**config.mk**
```make
export PLATFORM = sky130hd
export DESIGN_NAME = tristate_bus_arbiter
export DESIGN_NICKNAME = d
export VERILOG_FILES = /design/src/rtl/tristate_bus_arbiter.sv
export SDC_FILE = /design/constraint.sdc
export NUM_CORES = 1
export LEC_CHECK = 0
export ABC_AREA = 1
export CORE_MARGIN = 5
export CORE_UTILIZATION = 57
export DETAILED_ROUTE_END_ITERATION = 16
export PLACE_DENSITY = 0.85
export SYNTH_ARGS = -nofsm -noshare
export SYNTH_HDL_FRONTEND = slang
export SYNTH_SLANG_ARGS = --single-unit
```
**constraint.sdc**
```tcl
create_clock -name clk -period 3.25 [get_ports clk]
set_input_delay 0.65 -clock clk [delete_from_list [all_inputs] [get_ports clk]]
set_output_delay 0.65 -clock clk [all_outputs]
set_load 0.02 [all_outputs]
```
**src/rtl/tristate_bus_arbiter.sv**
```systemverilog
// tristate_bus_arbiter
//
// Round-robin owner selection for a bus shared by four 74LS125-style
// tristate drivers. It produces a registered one-hot grant and the matching
// active-low buffer enables. Between two owners it inserts a dead interval of
// TURN cycles with every buffer disabled, so two drivers are never enabled in
// the same cycle even though the buffer models have no disable delay.
//
// Parameters
//   TURN  turnaround length in cycles (1..7)
//   MAXT  maximum tenure while another requester waits (1..255); only used
//         when the timeout feature is compiled in
//
// Optional feature
//   `define TRISTATE_ARB_TIMEOUT_EN  forces a release once an owner has held
//   the bus for MAXT cycles while some other request is pending
//
// Ports
//   clk    rising-edge clock
//   clr_n  asynchronous active-low reset
//   req    per-driver level request, active-high
//   gnt    registered one-hot grant
//   oe_n   buffer enables for the `c` pins, always ~gnt
//   busy   high while any grant bit is set

module tristate_bus_arbiter #(
   parameter int TURN = 1,
   parameter int MAXT = 8
) (
   input  logic       clk,
   input  logic       clr_n,
   input  logic [3:0] req,
   output logic [3:0] gnt,
   output logic [3:0] oe_n,
   output logic       busy
);

   // Illegal parameter values are rejected when the design is elaborated.
   if (TURN < 1 || TURN > 7) begin : g_bad_turn
      $error("tristate_bus_arbiter: TURN must be 1..7");
   end
   if (MAXT < 1 || MAXT > 255) begin : g_bad_maxt
      $error("tristate_bus_arbiter: MAXT must be 1..255");
   end

   typedef enum logic [1:0] {
      ST_IDLE  = 2'd0,
      ST_GRANT = 2'd1,
      ST_TURN  = 2'd2
   } state_t;

   state_t     state_q, state_d;
   logic [3:0] gnt_q, gnt_d;
   logic [1:0] owner_q, owner_d;
   logic [1:0] ptr_q, ptr_d;
   logic [2:0] turn_cnt_q, turn_cnt_d;
   logic       busy_q, busy_d;
`ifdef TRISTATE_ARB_TIMEOUT_EN
   logic [7:0] tenure_q, tenure_d;
`endif

   logic       found;
   logic [1:0] win;
   logic [1:0] idx;
   logic       grant_now;
   logic       release_now;

   // Priority scan starting at the round-robin pointer, wrapping mod 4.
   always_comb begin
      found = 1'b0;
      win   = ptr_q;
      idx   = '0;
      for (int i = 0; i < 4; i++) begin
         idx = ptr_q + 2'(i);
         if (!found && req[idx]) begin
            found = 1'b1;
            win   = idx;
         end
      end
   end

   // Next-state logic. Grant and release are decided as flags first and then
   // applied once, so IDLE and the end of TURN share one grant path.
   always_comb begin
      state_d     = state_q;
      gnt_d       = gnt_q;
      owner_d     = owner_q;
      ptr_d       = ptr_q;
      turn_cnt_d  = turn_cnt_q;
`ifdef TRISTATE_ARB_TIMEOUT_EN
      tenure_d    = tenure_q;
`endif
      grant_now   = 1'b0;
      release_now = 1'b0;

      case (state_q)
         ST_IDLE: begin
            grant_now = found;
         end
         ST_GRANT: begin
            release_now = !req[owner_q];
`ifdef TRISTATE_ARB_TIMEOUT_EN
            if (tenure_q == 8'(MAXT) && |(req & ~gnt_q)) begin
               release_now = 1'b1;
            end
            if (!release_now && tenure_q != 8'hFF) begin
               tenure_d = tenure_q + 8'd1;
            end
`endif
         end
         ST_TURN: begin
            if (turn_cnt_q != 3'd0) begin
               turn_cnt_d = turn_cnt_q - 3'd1;
            end else if (found) begin
               grant_now = 1'b1;
            end else begin
               state_d = ST_IDLE;
            end
         end
         default: begin
            state_d = ST_IDLE;
            gnt_d   = 4'b0000;
         end
      endcase

      if (grant_now) begin
         gnt_d   = 4'b0001 << win;
         owner_d = win;
         state_d = ST_GRANT;
`ifdef TRISTATE_ARB_TIMEOUT_EN
         tenure_d = 8'd1;
`endif
      end

      // The dead interval is TURN cycles: TURN-1 countdown cycles plus the
      // cycle in which the counter is found at zero and arbitration happens.
      if (release_now) begin
         gnt_d      = 4'b0000;
         ptr_d      = owner_q + 2'd1;
         turn_cnt_d = 3'(TURN - 1);
         state_d    = ST_TURN;
      end

      busy_d = |gnt_d;
   end

   // State register. Reset clears the grant asynchronously so every buffer is
   // disabled the moment clr_n falls, without waiting for a clock edge.
   always_ff @(posedge clk or negedge clr_n) begin
      if (!clr_n) begin
         state_q    <= ST_IDLE;
         gnt_q      <= 4'b0000;
         owner_q    <= 2'd0;
         ptr_q      <= 2'd0;
         turn_cnt_q <= 3'd0;
         busy_q     <= 1'b0;
`ifdef TRISTATE_ARB_TIMEOUT_EN
         tenure_q   <= 8'd0;
`endif
      end else begin
         state_q    <= state_d;
         gnt_q      <= gnt_d;
         owner_q    <= owner_d;
         ptr_q      <= ptr_d;
         turn_cnt_q <= turn_cnt_d;
         busy_q     <= busy_d;
`ifdef TRISTATE_ARB_TIMEOUT_EN
         tenure_q   <= tenure_d;
`endif
      end
   end

   assign gnt  = gnt_q;
   assign oe_n = ~gnt_q;
   assign busy = busy_q;

endmodule

```
==> metrics.txt <==
global route overflow 0; Multi-input gate area 554.3 um^2; min-delay worst type reg -> reg; GRT Total Usage 17.86%; clock tree from TritonCTS built; Synth Area in Adders 2.439%; H-tree depth 1; design area 1215 um^2; final setup fails 0; clk_lat worst skew 280 ps; Register Area 350.3 um^2; final slew viol count 0; min Tclk post-route 2169 ps; Area contributors post-synth dfrtp_1 (34%), nand2_1 (19%), inv_1 (8.0%), nand3_1 (6.8%), nand2_2 (5.5%); Die Area 2748 um^2; cell count after synthesis 155; Worst VDD drop 0.5826 mV; Slew headroom 57.65%; top sig layer met4; largest family of logic cells by synthesized area simple AND/OR/NAND/NOR gates; DRC violation count after routing 0; final critical-path share of the clock period 66.74%; die width 52.43 um; Synth Net Count 163; via-per-instance ratio 5.046; Port Buf Inserts 14; simple-gate share of the synthesized area 41.59%; met1 WL 908 um; WL final 2106 um; Cells after DPL 192; crit-path leading delay family simple AND/OR/NAND/NOR gates; share of cells above drive strength 1 14.62%; Worst Skew 13.95 ps; routed len/inst 10.74 um; first-pass GRT wire length 3698 um; fin nets 180; antenna cells 0; post-synthesis mux area share 0%; share of the synthesized area in the top cell type 34.15%; Area after DPL 1179 um^2; TritonCTS Sinks 14; Synth-to-Final Area Change 18.42%; CP bufs+invs 3; WP data arrival 2350 ps; slowest cell on the critical path clkdlybuf4s50_1; Worst-path clk slew 90 ps; vias in the first global route 925; core area 1727 um^2; GPL Wtd Cong 0.8348; WL met2 1057 um; power density cells 1112 nW/um^2; antenna violations before repair 0; Slew @ Worst Pin 633.3 ps; hold_buf cts 0; total setup buffers inserted after CTS 0; PostCTS Resize Cnt 0; post-synthesis sequential area ratio 34.15%; YS warnings 0; Clock Path Buffers 2; crit path cell chain clkdlybuf4s50_1 > inv_1 > nand2_2 > nand2_1 > nand2_1 > nand2_1 > nand3_2 > nand2_2 > clkinv_2 > nand3_1 > nand2_2 > nand3_1 > nand2_1 > o21bai_1 > nand2_1; DRT Pass-1 Iters 4; ANT nets after route 0; DR WL met3 129 um; unrepaired setup endpoints after global routing no; Fill cells 171; Avg Cell Area, Syn 6.619 um^2; Synth cell types 21; largest net degree at the start of global routing 15; Critical Path Most Common Cell nand2_1; Compound-Gate Fraction of Synth Area 10.00%; max incr delay on CP 450 ps; via count 989; final std cells w/o fill 196; status completed; Synth Register Bits 14; Post-Synth XOR/XNOR Area 0%; cell taking the most area after synthesis dfrtp_1; max cap viols 0; Detailed Route Iter0 Violations 47; Pleak 0.6734 nW; mapped cell area 1026 um^2; type of origin of the critical path primary input; TritonCTS Buffers 3; CP max FO 3; cell row count 15; clk root buf clkbuf_4; Final Hold Viols 0; IO Pins 15; critical path type in -> reg; chip height 52.43 um; Initial Util 59.42%; setup TNS 0 ps; Achievable Freq 461.0 MHz; CP Capture Type flop; CP Data Required Time 3430 ps; Post-DP HPWL 1725 um
## cells in the mapped netlist, drive strengths merged
cell type	number
nand2	61
inv	26
nand3	15
dfrtp	14
nor2	13
a21oi	8
o21ai	8
buf	2
ha	2
nand4	2
o21bai	2
clkinv	1
nand3b	1
## placed cells by master, fill, tap and decap left out
cell type | netlist | routed
nand2_1 | 51 | 51
inv_1 | 22 | 22
nand3_1 | 14 | 14
dfrtp_1 | 14 | 14
clkdlybuf4s50_1 | 0 | 14
nor2_1 | 11 | 11
nand2_2 | 9 | 9
a21oi_1 | 7 | 7
o21ai_0 | 7 | 7
inv_2 | 4 | 4
clkbuf_4 | 0 | 3
nor2_4 | 2 | 2
nand4_1 | 2 | 2
o21bai_1 | 2 | 2
ha_1 | 2 | 2
o21ai_2 | 1 | 1
nand3_2 | 1 | 1
clkinv_2 | 1 | 1
nand3b_2 | 1 | 1
nand2_4 | 1 | 1
a21oi_2 | 1 | 1
clkbuf_8 | 0 | 1
## final cells by class
cell class | count | share of cell area (%)
clock buffers | 4 | 2.987
repair buffers | 14 | 11.53
multi-input cells | 112 | 45.62
flip-flops and latches | 14 | 28.84
well taps | 25 | 2.575
inverters | 27 | 8.445
## final timing paths
| kind | startpoint | to | slack (ps) | depth (start not counted) |
|---|---|---|---|---|
| worst max register to register | ptr_q[0]$_DFFE_PN0P_ | busy$_DFF_PN0_ | 1180 | 13 |
| worst min register to register | turn_cnt_q[2]$_DFFE_PN0P_ | turn_cnt_q[2]$_DFFE_PN0P_ | 480 | 2 |
| max in group asynchronous | clr_n | owner_q[0]$_DFFE_PN0P_ | 2080 | 1 |
| worst min-delay path | turn_cnt_q[2]$_DFFE_PN0P_ | turn_cnt_q[2]$_DFFE_PN0P_ | 480 | 2 |
| min in group asynchronous | clr_n | gnt[3]$_DFF_PN0_ | 750 | 1 |
| worst max-delay path | req[1] | busy$_DFF_PN0_ | 1080 | 15 |
## layer usage
layer  GRT usage [%]  vias to the layer above
li1                -                      514
met1           22.62                      445
met2           30.79                       28
met3           4.274                        2
met4           3.404                        0
met5               0                        -
## sequential cells by signal (all words and copies together) (netlist names)
register    flops
busy            1
gnt             4
ptr_q           2
turn_cnt_q      3
state_q         2
owner_q         2
## logic make-up (layout without fill, tap and decap cells)
family	after synthesis	count (layout)
flip-flops	14	14
AO/OA/AOI/OAI	18	18
AND/OR/NAND/NOR	92	92
buffers and inverters	29	45
adder cells (fa/ha/maj)	2	2
## power breakdown
| part | internal, mW | switching (mW) | leakage, nW |
|---|---|---|---|
| combinational | 0.326 | 0.570 | 0.473 |
| clock | 0.0681 | 0.0556 | 0.0210 |
| sequential | 0.251 | 0.0800 | 0.179 |
| total | 0.645 | 0.705 | 0.673 |
## metrics by stage
step	utilization, %	hold slack, ps	worst slack, ps	total power, mW
2_1_floorplan	-	354.4	1488	1.032
3_3_place_gp	68.26	463.2	861.0	1.199
3_5_place_dp	68.26	468.2	802.9	1.232
4_1_cts	70.36	487.3	1086	1.357
5_1_grt	70.36	519.7	877.2	1.495
6_report	70.36	483.3	1081	1.351
## worst min-delay path, cell delays in order, from the launching register on
cell     delay (ps)
dfrtp_1         350
a21oi_1          70
inv_1            40
Power figures use the tool's default switching activity.
